`src/rtl/adder_seq_ctrl.sv`:
```
// adder_seq_ctrl: WIDTH-bit adder built from one 2-bit ripple slice reused
// over WIDTH/2 cycles, least significant slice first. Operands arrive and
// results leave over valid/ready handshakes.
module adder_seq_ctrl #(
    parameter int WIDTH = 8   // must be even and >= 2
) (
    input  logic             clk,
    input  logic             rst,
    input  logic             in_valid,
    output logic             in_ready,
    input  logic [WIDTH-1:0] a,
    input  logic [WIDTH-1:0] b,
    input  logic             cin,
    output logic             out_valid,
    input  logic             out_ready,
    output logic [WIDTH-1:0] sum,
    output logic             cout,
    output logic             busy
);

    localparam int N  = WIDTH / 2;
    localparam int KW = (N > 1) ? $clog2(N) : 1;
    localparam logic [KW-1:0] K_LAST = KW'(N - 1);

    typedef enum logic [1:0] {
        S_IDLE,
        S_RUN,
        S_DONE
    } state_t;

    state_t           state_q;
    logic [WIDTH-1:0] a_q;
    logic [WIDTH-1:0] b_q;
    logic [WIDTH-1:0] sum_q;
    logic             c_q;
    logic [KW-1:0]    k_q;
    logic             out_valid_q;
    logic             busy_q;

    // Bit offset of the active slice (2*k).
    logic [KW:0]      shamt;
    logic [WIDTH-1:0] a_sh;
    logic [WIDTH-1:0] b_sh;
    logic [2:0]       slice_d;
    logic [WIDTH-1:0] sum_d;

    // One 2-bit ripple slice: {carry, sum[1:0]} = x + y + c.
    function automatic logic [2:0] slice_add(input logic [1:0] x,
                                             input logic [1:0] y,
                                             input logic       c);
        return {1'b0, x} + {1'b0, y} + {2'b00, c};
    endfunction

    // Select the active slice of the operands and merge its result into the
    // running sum. sum_q is cleared on load, so OR-ing in the slice is enough.
    always_comb begin
        shamt   = {k_q, 1'b0};
        a_sh    = a_q >> shamt;
        b_sh    = b_q >> shamt;
        slice_d = slice_add(a_sh[1:0], b_sh[1:0], c_q);
        sum_d   = sum_q | (WIDTH'(slice_d[1:0]) << shamt);
    end

    // Operand capture on the input handshake; no reset needed for pure data.
    always_ff @(posedge clk) begin
        if (in_valid && in_ready) begin
            a_q <= a;
            b_q <= b;
        end
    end

    // Control FSM with registered outputs; carry and result are reset so that
    // sum/cout read as zero after an aborted operation.
    always_ff @(posedge clk or posedge rst) begin
        if (rst) begin
            state_q     <= S_IDLE;
            sum_q       <= '0;
            c_q         <= 1'b0;
            k_q         <= '0;
            out_valid_q <= 1'b0;
            busy_q      <= 1'b0;
        end else begin
            case (state_q)
                S_IDLE: begin
                    if (in_valid) begin
                        c_q     <= cin;
                        k_q     <= '0;
                        sum_q   <= '0;
                        busy_q  <= 1'b1;
                        state_q <= S_RUN;
                    end
                end
                S_RUN: begin
                    sum_q <= sum_d;
                    c_q   <= slice_d[2];
                    if (k_q == K_LAST) begin
                        out_valid_q <= 1'b1;
                        state_q     <= S_DONE;
                    end else begin
                        k_q <= k_q + 1'b1;
                    end
                end
                S_DONE: begin
                    // Result and carry hold until the consumer takes them.
                    if (out_ready) begin
                        out_valid_q <= 1'b0;
                        busy_q      <= 1'b0;
                        state_q     <= S_IDLE;
                    end
                end
                default: begin
                    state_q <= S_IDLE;
                end
            endcase
        end
    end

    // in_ready is a pure decode of state and reset, independent of in_valid.
    assign in_ready  = (state_q == S_IDLE) && !rst;
    assign out_valid = out_valid_q;
    assign busy      = busy_q;
    assign sum       = sum_q;
    assign cout      = c_q;

endmodule

```
`config.mk`:
```
export PLATFORM = sky130hd
export DESIGN_NAME = adder_seq_ctrl
export DESIGN_NICKNAME = d
export VERILOG_FILES = /design/src/rtl/adder_seq_ctrl.sv
export SDC_FILE = /design/constraint.sdc
export NUM_CORES = 1
export LEC_CHECK = 0
export ABC_CLOCK_PERIOD_IN_PS = 3100
export BUFFER_PORTS_ARGS = -buffer_cell sky130_fd_sc_hd__clkbuf_2
export CAP_MARGIN = 0
export CORE_MARGIN = 3
export CORE_UTILIZATION = 35
export DETAILED_ROUTE_END_ITERATION = 10
export PLACE_DENSITY = 0.53
export SLEW_MARGIN = 30
export SYNTH_ARGS = -nofsm -noshare
export SYNTH_HDL_FRONTEND = slang
export SYNTH_SLANG_ARGS = --single-unit
```
`constraint.sdc`:
```
create_clock -name clk -period 3.1 [get_ports clk]
set_clock_uncertainty 0.2 [all_clocks]
set_input_delay 0.93 -clock clk [delete_from_list [all_inputs] [get_ports clk]]
set_output_delay 0.93 -clock clk [all_outputs]
set_load 0.01 [all_outputs]
```
# Word-level counts from Yosys, hierarchy flattened
# Cells that the tools add are included.
# Widths: inputs -> output; s select.
totals:
  regBits: 31
  latchBits: 0
  mem_bits_rw: 0
  mem_bits_ro: 0
  inputBits: 21
  output_inout_bits: 12
  word_cells: 50
  mem_count: 0
op_classes:
  add_sub_neg: 3
  multipliers: 0
  div: 0
  magnitude_cmp: 0
  eq_ne: 7
  shift: 3
  muxes: 16
  bitwise_logic: 1
  reduce_logical: 12
ops:
  columns: ["cell", "count"]
  rows:
  - ["$pmux 8 s2", 1]
  - ["$shr 8x3->2", 2]
  - ["$reduce_and 3->1", 4]
  - ["$mux 2", 5]
  - ["$mux 8", 1]
  - ["$ne 2x2->1 const B", 4]
  - ["$or 8x8->8", 1]
  - ["$shl 2x3->8", 1]
  - ["$pmux 1 s2", 3]
  - ["$pmux 2 s3", 1]
  - ["$reduce_bool 2->1", 3]
  - ["$eq 2x2->1 const B", 2]
  - ["$mux 1", 4]
  - ["$pmux 2 s2", 1]
  - ["$add 2x2->3", 1]
  - ["$add 3x1->3", 1]
  - ["$add 2x1->2 const B", 1]
  - ["$eq 2x1->1 const B", 1]
  - ["$logic_and 1x1->1", 2]
  - ["$logic_not 2->1", 1]
  - ["$reduce_and 2->1", 1]
  - ["$logic_not 1->1", 1]

# Longest topological paths before layout
depth:
  ltp_word: 6
  mapped_depth: 7
  mapped_depth_nobuf: 6

# Least setup slack after synthesis
# No wires, ideal clock.
synth_path:
  path_type: "register to register"
  startpoint: "register k_q[0]"
  endpoint: "register sum_q[5] (netlist: sum[5])"
  setup_ns: 0.123
  t_arrival_ns: 2.261
  required_ns: 2.777
  setup_slack_ns: 0.516
  stages_incl_launch_ff: 7
  path_buffers: 0
  synth_period_minus_slack_ns: 2.584
  cell_sequence: "dfrtp_1 > mux4_1 > fa_1 > fa_1 > and2b_2 > a31oi_1 > nor2_1"
synth_via:
  elab_chain_len: 6
  word_cells_on_any_way: 7
  classes_between: "2 x add/sub; 3 x shift; 1 x mux; 1 x bitwise"
synth_lines:
  columns: ["element", "line_no", "source"]
  rows:
  - ["from (decl)", "36", "logic [KW-1:0] k_q;"]
  - ["from (signal assigned)", "100", "k_q <= k_q + 1'b1;"]
  - ["$shr 8x3->2, on equally long branches", "58, 59", null]
  - ["$add 2x2->3", "51", "return {1'b0, x} + {1'b0, y} + {2'b00, c};"]
  - ["$add 3x1->3", "51", null]
  - ["$shl 2x3->8 *", "61", "sum_d = sum_q | (WIDTH'(slice_d[1:0]) << shamt);"]
  - ["$or 8x8->8 *", "61", null]
  - ["$pmux 8 s2 *", "83", "case (state_q)"]
  - ["to (signal assigned)", "94", "sum_q <= sum_d;"]
  - ["to (decl)", "34", "logic [WIDTH-1:0] sum_q;"]
# Every way passes the cells marked *; elsewhere a longest branch is shown, timed or not.
# A chain may end at the register's enable or synchronous reset.

# Final worst setup path
# Same ends and word-level chain as after synthesis.

==> run summary <==
Unrepaired setup endpoints after global routing = false
Relative slew margins = 61.6%
R2R Setup Slk = 0.33 ns
Largest cells by area after synthesis = edfxtp_1, dfrtp_1, mux4_1
Slew Limit Fails = 0
R2R cell count = 6
Maximum clock rate = 361 MHz
Vias = 874
Critical path cell sequence = mux4_1 -> fa_1 -> fa_1 -> and2b_2 -> a31oi_1 -> nor2_1
CP max stage cell = mux4_1
GRT Overall Usage = 12.5%
CTS Buf Count = 5
Clock Tree Buf Depth = 2
Post-CTS Setup Bufs = 0
Register area share after synthesis = 64.4%
Leakage = 0.000702 uW
Core area = 3490 um^2
Largest net degree at the start of global routing = 17
Hold Path Depth = 1
Share of cells above drive strength 1 = 33.3%
Boundary Pins = 33
Setup-failing EPs final = 0
Worst path max stage delay = 0.63 ns
Multi-input gate area = 425 um^2
RR Startpoint = k_q[0]
Layout Utilization = 46.8%
Crit. End Element = register
P per Cell Area = 971 nW/um^2
Hold EP = sum[3]
Nets = 155
Final Hold Fails = 0
Worst min-delay path class = reg -> reg
Synth Register Bits = 31
Area growth syn-to-layout = 23.2%
Sequential standard cell area = 856 um^2
Mapped Cells = 94
Clock Pin Slew Worst Setup and Hold Paths = 0.07 ns
Synth top area share = 36.2%
Final ANT Viol Nets = 0
Tmin final = 2.77 ns
Worst-Skew Late Latency = 0.28 ns
GR Overflow Total = 0
WS Path Type = reg -> reg
Cell variety after synth = 27
Post-Syn Area = 1330 um^2
Worst Path Arrival = 2.74 ns
Critical Path RT = 3.07 ns
PortBufs = 32
Via-per-instance ratio = 4.91
CTS Sinks = 31
Status = finished, final reports clean
CTS resizes = 0
Synth area leader = edfxtp_1
Max IR drop VDD = 0.331 mV
ANT cells = 0
Detail Placement HPWL = 1820 um
Die height = 67.6 um
Routed len/inst = 13.8 um
Die area = 4570 um^2
Max Cap Viol = 0
Syn. warnings = 0
CTS tree = done
# fillers = 316
DRC = 0
H-tree depth = 2
CP startpoint kind = register
Period utilization = 89.3%
CP most frequent cell = fa_1
Crit Path Max Fanout = 9
WL final = 2460 um
Root buf cell = clkbuf_8
First drt pass iteration count = 4
Effective utilization at floorplan = 38.0%
Vias in the first global route = 858
Chip width = 67.6 um
HP Start = sum[3]
Transition time of the tightest slew-check pin = 0.575 ns
DRT iter0 DRCs = 55
RR Endpoint = sum[5]
Final setup TNS = 0 ns
First-pass GRT wire length = 4050 um
Avg Cell Area, Syn = 14.1 um^2
# rows = 21
Initial antenna violation count = 0
RePlAce Congestion = 0.716
Post-Syn Nets = 118
Hold Buf Count CTS = 0
## where the power goes
part	internal, uW	switching, uW	total [uW]
logic	277	287	564
registers	540	103	643
clock network	235	147	382
total	1050	537	1590
## cell type report
type / instances / share of cell area, %
Clock buffer: 5 / 4.20
Clock inverter: 3 / 2.37
Inverter: 4 / 0.917
Multi-Input combinational cell: 55 / 26.0
Sequential cell: 31 / 52.3
Tap cell: 46 / 3.52
Timing Repair Buffer: 34 / 10.7
## how the worst max path moves through the flow
stage | end | cells after the start | start | slack [ns]
3_5_place_dp | sum[5] | 6 | k_q[0] | 0.33
4_1_cts | sum[5] | 6 | k_q[0] | 0.32
5_1_grt | sum[5] | 6 | k_q[0] | 0.21
2_1_floorplan | sum[5] | 6 | k_q[0] | 0.52
3_3_place_gp | sum[5] | 6 | k_q[0] | 0.39
6_report | sum[5] | 6 | k_q[0] | 0.33
## cells in the mapped netlist
master	n
mux4_2	1
nor3_1	2
o31ai_1	1
a22oi_1	1
mux4_1	3
inv_1	4
edfxtp_1	16
dfrtp_1	15
o22ai_1	2
buf_2	2
buf_6	2
a21oi_1	5
and2b_1	1
o21ai_0	8
a41oi_1	1
nor2b_1	2
nand2b_1	3
a22o_1	2
or2_2	1
fa_1	2
nand3_1	1
nand2_1	3
and2b_2	1
a31oi_1	3
ha_1	1
nor2_1	9
a32o_1	2
## cells by family (layout without fill, tap and decap cells)
kind of cell               count (synthesis)  in the layout  share of synthesized area (%)
muxes                                      4              4                           7.63
adders and majority gates                  3              3                           3.95
and+or+nand+nor                           23             23                           8.57
DFF                                       31             31                           64.4
buffers and inverters                      8             46                           3.58
AOI/OAI and AO/OA                         25             25                           11.9
## stage by stage
| step | hold WS [ns] | instance area (um^2) | cells | total power, uW | worst slack, ns |
|---|---|---|---|---|---|
| 2_1_floorplan | 0.329 | 1330 | 94 | 1060 | 0.516 |
| 3_3_place_gp | 0.289 | 1530 | 170 | 1210 | 0.385 |
| 3_5_place_dp | 0.291 | 1530 | 170 | 1230 | 0.325 |
| 4_1_cts | 0.305 | 1640 | 178 | 1610 | 0.321 |
| 5_1_grt | 0.333 | 1640 | 178 | 1720 | 0.214 |
| 6_report | 0.298 | 1640 | 178 | 1590 | 0.333 |
## sequential cells by signal (all words and copies together), names as in the netlist
signal     cells
state_q        2
out_valid      1
busy           1
sum            8
cout           1
a_q            8
b_q            8
k_q            2
## worst max-delay path, delay by kind of cell (launching register included)
kind | cells | cell delay [ns]
adder cells (fa/ha/maj) | 2 | 0.91
multiplexers | 1 | 0.63
flip-flops | 1 | 0.51
AND/OR/NAND/NOR | 2 | 0.28
AO/OA/AOI/OAI | 1 | 0.13
## routing by layer
| layer | track usage [%] | part of all wire [%] | up-vias |
|---|---|---|---|
| met5 | 0 | 0 | - |
| met4 | 6.33 | 1.4 | 0 |
| met3 | 5.32 | 8.5 | 5 |
| met2 | 18.6 | 47 | 30 |
| met1 | 15.5 | 43 | 415 |
| li1 | - | - | 424 |
## cell usage in the layout (no fill, tap or decap), drive strengths merged
cell	Yosys	routed
nor2b	2	2
a22oi	1	1
a32o	2	2
nor2	9	9
bufinv	0	1
and2b	2	2
nor3	2	2
mux4	4	4
buf	4	2
clkbuf	0	37
inv	4	4
o21ai	8	8
a22o	2	2
edfxtp	16	16
clkinv	0	2
or2	1	1
fa	2	2
a41oi	1	1
dfrtp	15	15
nand3	1	1
nand2	3	3
o31ai	1	1
a31oi	3	3
ha	1	1
o22ai	2	2
nand2b	3	3
a21oi	5	5
No activity file was read; power rests on OpenSTA's default activity.
